[src/rtl/halt_dump_tx.sv]
// halt_dump_tx: result-readback transmitter. When the CPU halts, it reads data
// memory and the register file and sends their contents as one UART 8N1 frame:
//   0xA5, MEM_WORDS words, REG_COUNT words (each high byte first) [, checksum]
// Optional feature macro: DUMP_CHECKSUM_EN appends the XOR of every data byte
// (header excluded).
// Ports:
//   CLK       system clock
//   rst       asynchronous active-low reset
//   do_halt   CPU halt flag; a 1->0 transition arms a dump, a 0->1 clears done
//   mem_addr  data-memory read address (registered-read memory, 1 CLK latency)
//   mem_rdata data-memory read data
//   reg_addr  register-file read index
//   reg_rdata register read data (combinational from reg_addr)
//   tx        UART serial out, LSB first, idle high
//   busy      high from trigger until the last stop bit completes
//   done      high after a complete frame until re-arm or reset
`timescale 1ns/1ps
module halt_dump_tx #(
  parameter int unsigned CLKS_PER_BIT = 434,
  parameter int unsigned MEM_WORDS    = 10,
  parameter int unsigned REG_COUNT    = 16,
  parameter int unsigned MEM_AW       = 8
) (
  input  logic              CLK,
  input  logic              rst,
  input  logic              do_halt,
  output logic [MEM_AW-1:0] mem_addr,
  input  logic [15:0]       mem_rdata,
  output logic [3:0]        reg_addr,
  input  logic [15:0]       reg_rdata,
  output logic              tx,
  output logic              busy,
  output logic              done
);

  localparam int unsigned BAUD_W    = (CLKS_PER_BIT > 1) ? $clog2(CLKS_PER_BIT) : 1;
  localparam int unsigned BAUD_LAST = CLKS_PER_BIT - 1;
  localparam int unsigned MEM_LAST  = (MEM_WORDS > 0) ? MEM_WORDS - 1 : 0;
  localparam int unsigned REG_LAST  = (REG_COUNT > 0) ? REG_COUNT - 1 : 0;
  localparam logic [7:0]  HEADER_BYTE = 8'hA5;

  typedef enum logic [3:0] {
    S_IDLE,
    S_HEADER,
    S_MEM_RD,
    S_MEM_HI,
    S_MEM_LO,
    S_REG_HI,
    S_REG_LO,
`ifdef DUMP_CHECKSUM_EN
    S_CSUM,
`endif
    S_FIN
  } state_t;

  state_t              state;
  logic                do_halt_q;
  logic                rd_pend;
  logic [15:0]         word;
  logic                eng_active;
  logic [BAUD_W-1:0]   baud_cnt;
  logic [3:0]          bit_idx;
  logic [8:0]          shreg;
`ifdef DUMP_CHECKSUM_EN
  logic [7:0]          csum;
`endif

  logic       halt_fall_c;
  logic       halt_rise_c;
  logic       can_load_c;
  logic       load_c;
  logic [7:0] ld_byte_c;

  assign halt_fall_c = do_halt_q & ~do_halt;
  assign halt_rise_c = ~do_halt_q & do_halt;

  // Engine accepts a new byte when idle or in the last cycle of a stop bit,
  // so consecutive bytes run with no idle gap.
  always_comb begin
    can_load_c = !eng_active ||
                 ((baud_cnt == BAUD_W'(BAUD_LAST)) && (bit_idx == 4'd9));
    load_c     = 1'b0;
    ld_byte_c  = 8'h00;
    case (state)
      S_HEADER: begin load_c = can_load_c; ld_byte_c = HEADER_BYTE;      end
      S_MEM_HI: begin load_c = can_load_c; ld_byte_c = word[15:8];       end
      S_MEM_LO: begin load_c = can_load_c; ld_byte_c = word[7:0];        end
      S_REG_HI: begin load_c = can_load_c; ld_byte_c = reg_rdata[15:8];  end
      S_REG_LO: begin load_c = can_load_c; ld_byte_c = word[7:0];        end
`ifdef DUMP_CHECKSUM_EN
      S_CSUM:   begin load_c = can_load_c; ld_byte_c = csum;             end
`endif
      default: ;
    endcase
  end

  // Byte engine: bit 0 = start, 1..8 = data LSB first, 9 = stop.
  always_ff @(posedge CLK or negedge rst) begin
    if (!rst) begin
      eng_active <= 1'b0;
      baud_cnt   <= '0;
      bit_idx    <= 4'd0;
      shreg      <= 9'h1FF;
      tx         <= 1'b1;
    end else if (load_c) begin
      eng_active <= 1'b1;
      baud_cnt   <= '0;
      bit_idx    <= 4'd0;
      shreg      <= {1'b1, ld_byte_c};
      tx         <= 1'b0;
    end else if (eng_active) begin
      if (baud_cnt == BAUD_W'(BAUD_LAST)) begin
        baud_cnt <= '0;
        if (bit_idx == 4'd9) begin
          eng_active <= 1'b0;
        end else begin
          tx      <= shreg[0];
          shreg   <= {1'b1, shreg[8:1]};
          bit_idx <= bit_idx + 4'd1;
        end
      end else begin
        baud_cnt <= baud_cnt + BAUD_W'(1);
      end
    end
  end

  // Frame sequencer; reads for the next word overlap the byte in flight.
  always_ff @(posedge CLK or negedge rst) begin
    if (!rst) begin
      state     <= S_IDLE;
      do_halt_q <= 1'b0;
      busy      <= 1'b0;
      done      <= 1'b0;
      mem_addr  <= '0;
      reg_addr  <= 4'd0;
      word      <= 16'h0000;
      rd_pend   <= 1'b0;
`ifdef DUMP_CHECKSUM_EN
      csum      <= 8'h00;
`endif
    end else begin
      do_halt_q <= do_halt;
      if (halt_rise_c) done <= 1'b0;
      case (state)
        S_IDLE: begin
          if (halt_fall_c && !done) begin
            busy  <= 1'b1;
            state <= S_HEADER;
`ifdef DUMP_CHECKSUM_EN
            csum  <= 8'h00;
`endif
          end
        end
        S_HEADER: begin
          if (load_c) begin
            rd_pend <= 1'b0;
            state   <= (MEM_WORDS == 0) ? S_REG_HI : S_MEM_RD;
          end
        end
        // First cycle lets the registered memory see mem_addr; second latches.
        S_MEM_RD: begin
          if (!rd_pend) begin
            rd_pend <= 1'b1;
          end else begin
            word  <= mem_rdata;
            state <= S_MEM_HI;
          end
        end
        S_MEM_HI: begin
          if (load_c) begin
`ifdef DUMP_CHECKSUM_EN
            csum  <= csum ^ ld_byte_c;
`endif
            state <= S_MEM_LO;
          end
        end
        S_MEM_LO: begin
          if (load_c) begin
`ifdef DUMP_CHECKSUM_EN
            csum <= csum ^ ld_byte_c;
`endif
            if (mem_addr == MEM_AW'(MEM_LAST)) begin
              state <= S_REG_HI;
            end else begin
              mem_addr <= mem_addr + MEM_AW'(1);
              rd_pend  <= 1'b0;
              state    <= S_MEM_RD;
            end
          end
        end
        S_REG_HI: begin
          if (load_c) begin
            word  <= reg_rdata;
`ifdef DUMP_CHECKSUM_EN
            csum  <= csum ^ ld_byte_c;
`endif
            state <= S_REG_LO;
          end
        end
        S_REG_LO: begin
          if (load_c) begin
`ifdef DUMP_CHECKSUM_EN
            csum <= csum ^ ld_byte_c;
`endif
            if (reg_addr == 4'(REG_LAST)) begin
`ifdef DUMP_CHECKSUM_EN
              state <= S_CSUM;
`else
              state <= S_FIN;
`endif
            end else begin
              reg_addr <= reg_addr + 4'd1;
              state    <= S_REG_HI;
            end
          end
        end
`ifdef DUMP_CHECKSUM_EN
        S_CSUM: begin
          if (load_c) state <= S_FIN;
        end
`endif
        // Frame ends exactly when the last stop bit completes.
        S_FIN: begin
          if (can_load_c) begin
            busy     <= 1'b0;
            done     <= 1'b1;
            mem_addr <= '0;
            reg_addr <= 4'd0;
            state    <= S_IDLE;
          end
        end
        default: state <= S_IDLE;
      endcase
    end
  end

endmodule
[config.mk]
export PLATFORM = sky130hd
export DESIGN_NAME = halt_dump_tx
export DESIGN_NICKNAME = d
export VERILOG_FILES = /design/src/rtl/halt_dump_tx.sv
export SDC_FILE = /design/constraint.sdc
export NUM_CORES = 1
export LEC_CHECK = 0
export ABC_AREA = 1
export CAP_MARGIN = 25
export CORE_UTILIZATION = 30
export DETAILED_ROUTE_END_ITERATION = 10
export GPL_TIMING_DRIVEN = 1
export PLACE_DENSITY = 0.59
export SLEW_MARGIN = 15
export SYNTH_ARGS = -nofsm -noshare
export SYNTH_HDL_FRONTEND = slang
export SYNTH_SLANG_ARGS = --single-unit
[constraint.sdc]
create_clock -name CLK -period 2.21 [get_ports CLK]
set_clock_uncertainty 0.05 [all_clocks]
set_input_delay 0.442 -clock CLK [delete_from_list [all_inputs] [get_ports CLK]]
set_output_delay 0.442 -clock CLK [all_outputs]
set_load 0.01 [all_outputs]
==> results.md <==
| Result | This run | Unit |
|---|---|---|
| Category of cells accounting for the largest share of critical-path delay | simple AND/OR/NAND/NOR gates | - |
| Finish-stage setup viols | 0 | - |
| Synth top area share | 0.353 | - |
| Antenna violations before repair | 0 | - |
| Synth warn | 0 | - |
| Peak supply drop | 448 | uV |
| Type of the tightest min-delay check | register to register | - |
| Req. time, crit path | 2.37 | ns |
| Cell with the largest stage delay on the worst path | sky130_fd_sc_hd__dfrtp_1 | - |
| Commonest cells after routing, fill and taps aside | sky130_fd_sc_hd__nand2_1 (194), sky130_fd_sc_hd__dfrtp_1 (49), sky130_fd_sc_hd__clkdlybuf4s50_1 (48) | - |
| Die width | 110 | microns |
| Post-route antenna net violation count | 0 | - |
| Total number of H-tree levels | 3 | - |
| Nets in the synthesized netlist | 531 | - |
| Number of ports placed on the die boundary | 50 | - |
| Die area | 12,000 | sq um |
| Cell count after synthesis | 489 | - |
| Latest clock arrival within the worst-skew pair | 0.33 | ns |
| Upper clock frequency limit | 526 | MHz |
| Worst setup path class | register to register | - |
| CTS tree | built | - |
| Vertical die dimension | 110 | microns |
| Vias in the first global route | 3,164 | - |
| Headroom to the max-slew limit | 0.752 | - |
| Count of pins over their slew limit | 0 | - |
| Number of core rows | 38 | - |
| Run status | finished clean | - |
| Starting Density | 0.314 | - |
| Worst Max-Slew Pin Slew | 0.373 | ns |
| Routed WL per cell | 11.7 | microns |
| Core outline area | 11,100 | sq um |
| Post-CTS repair timing setup buffer count | 0 | - |
| Post-Syn Area | 3470 | sq um |
| Final Hold Vio Count | 0 | - |
| Delay of the slowest critical-path stage | 0.40 | ns |
| Ratio of final minimum period to clock period | 0.860 | - |
| Buffers from clock root to sink, at most | 2 | - |
| Async set-reset flop share out of synthesis | 1.00 | - |
| Final Routed Wirelength | 8.06 | mm |
| Clock input transition at the sequential cells of the worst setup and hold paths | 0.05 | ns |
| Seq/Total Area, Yosys | 0.421 | - |
| Count of maximum capacitance violations | 0 | - |
| First-pass GRT wire length | 14.1 | mm |
| Element type at the critical path start | register | - |
| Total track usage | 0.153 | - |
| CP endpoint kind | register | - |
| Hold_ws | 0.416 | ns |
| Post-Synthesis Mean Instance Area | 7.10 | sq um |
| Inserted Clock Buffers | 9 | - |
| First-iteration detailed-routing DRC count | 133 | - |
| WP data arrival | 2.06 | ns |
| Master cell of the clock root buffer | sky130_fd_sc_hd__clkbuf_16 | - |
| Fillcell total | 1,183 | - |
| Largest cells by area after synthesis | sky130_fd_sc_hd__dfrtp_1 (35%), sky130_fd_sc_hd__nand2_1 (21%), sky130_fd_sc_hd__dfstp_2 (6.8%), sky130_fd_sc_hd__nand3_1 (6.2%), sky130_fd_sc_hd__inv_1 (4.0%) | - |
| Most numerous cell on the critical path | sky130_fd_sc_hd__nand2_1 | - |
| Number of flops mapped to enable cells by yosys | 0 | - |
| Bufs and invs on worst path | 2 | - |
| Setup Total Neg Slack | 0 | ns |
| Setup repair after global routing missed its margin | no | - |
| Number of detailed-routing iterations run before antenna repair | 4 | - |
| Antenna diode count | 0 | - |
| Post-detail-place hpwl | 6.06 | mm |
| Leakage dissipation | 2.27 | nW |
| Final net count | 588 | - |
| Syn-to-layout area delta | 28.4 | % |
| Largest area contributor in the netlist | sky130_fd_sc_hd__dfrtp_1 | - |
| Clock period minus worst slack | 1.90 | ns |
| Synth Flop Type | sky130_fd_sc_hd__dfrtp_1 | - |
| Number of library cell types mapped by synthesis | 34 | - |
| Overflow left after global routing | 0 | - |
| Power density over cell area | 1100 | nW/um^2 |
| Post-synthesis register bit count | 58 | - |
| Count of unresolved DRC violations after routing | 0 | - |
| Port-buffer cells | 49 | - |
| TritonCTS Sinks | 58 | - |
| Ordered list of cells on the worst path | inv_1 -> ha_1 -> nand2_1 -> nor2_2 -> nand3_2 -> nand2_4 -> inv_2 -> nand2_1 -> nand2_1 -> nand2_1 -> o21ai_1 | - |
| Vias | 3,184 | - |
| Most common cell after layout, fill and taps aside | sky130_fd_sc_hd__nand2_1 | - |
| Average vias per placed instance | 4.61 | - |
| Crit-path max FO | 14 | - |
| Fraction of final layout cells with drive strength greater than 1 | 0.114 | - |
| Pin count of the biggest net entering global routing | 30 | - |
| Global placer's final weighted congestion | 0.803 | - |
[layer usage]
metal  GRT usage  routed length (microns)  part of all wire
met5           0                        0                 0
met2       0.248                     3590              0.45
met3      0.0326                      311             0.039
met1       0.194                     3970              0.49
met4      0.0743                      189             0.023
[registers in the layout, indices dropped and copies added (netlist names)]
name,count
baud_cnt,9
eng_active,1
reg_addr,4
mem_addr,8
bit_idx,4
shreg,8
busy,1
state,3
word,16
done,1
do_halt_q,1
tx,1
rd_pend,1
[cell families after synthesis]
group,Yosys count,share of synthesized area
and+or+nand+nor,302,0.373
buffers and inverters,63,0.0774
DFF,58,0.421
AOI/OAI and AO/OA,50,0.0803
xor gates and xnor gates,9,0.0227
adders and majority gates,7,0.0252
[path summary, 6_finish.rpt]
check	slack (ns)	start	depth (start not counted)	end
max	0.31	bit_idx[1]$_DFFE_PN0P_	11	mem_addr[4]$_DFFE_PN0P_
min in group asynchronous	0.51	rst	2	word[9]$_DFFE_PN0P_
max reg2reg	0.31	bit_idx[1]$_DFFE_PN0P_	11	mem_addr[4]$_DFFE_PN0P_
min	0.42	shreg[0]$_DFFE_PN1P_	2	shreg[0]$_DFFE_PN1P_
max in group asynchronous	1.04	rst	3	rd_pend$_DFFE_PN0P_
min reg2reg	0.42	shreg[0]$_DFFE_PN1P_	2	shreg[0]$_DFFE_PN1P_
[synth_stat cells, types with 8 or more instances]
cell type / instances
sky130_fd_sc_hd__nand3_1: 43
sky130_fd_sc_hd__dfrtp_1: 49
sky130_fd_sc_hd__inv_2: 10
sky130_fd_sc_hd__nand4_1: 13
sky130_fd_sc_hd__o21ai_0: 23
sky130_fd_sc_hd__o21ai_1: 10
sky130_fd_sc_hd__dfstp_2: 9
sky130_fd_sc_hd__inv_1: 37
sky130_fd_sc_hd__nand2_1: 194
sky130_fd_sc_hd__nor2_1: 34
sky130_fd_sc_hd__buf_2: 8
sky130_fd_sc_hd__a21oi_1: 8
[through the flow]
step            util  total power, mW  instance area, sq um  worst slack, ns  std cells
2_1_floorplan      -             2.99                  3470            0.533        489
3_3_place_gp   0.374             3.46                  4140            0.333        674
3_5_place_dp   0.374             3.49                  4140            0.292        674
4_1_cts        0.403             4.93                  4460            0.286        691
5_1_grt        0.403             5.29                  4460           0.0753        691
6_report       0.403             4.88                  4460            0.309        691
[worst min-delay path, delay by kind of cell, from the launching register on]
| kind | cells | cell delay [ns] |
|---|---|---|
| and+or+nand+nor | 2 | 0.10 |
| DFF | 1 | 0.36 |
[layout make-up]
| cell class | instances | area [sq um] | area share |
|---|---|---|---|
| Inverter | 47 | 176 | 0.0396 |
| Multi-Input combinational cell | 368 | 1740 | 0.391 |
| Sequential cell | 58 | 1460 | 0.328 |
| Clock inverter | 5 | 52.6 | 0.0118 |
| Timing Repair Buffer | 62 | 598 | 0.134 |
| Clock buffer | 11 | 253 | 0.0567 |
| Tap cell | 140 | 175 | 0.0393 |
[power breakdown]
group	internal (mW)	switching, mW
sequential	1.47	0.274
combinational	0.668	1.06
clock	0.926	0.487
[timing repair]
item                                   4_1_cts  5_1_grt
hold buffers                                 1        0
resized for setup                            0        0
endpoints found under the hold margin       13        0
Note: power is estimated with default switching activity, not from simulation.
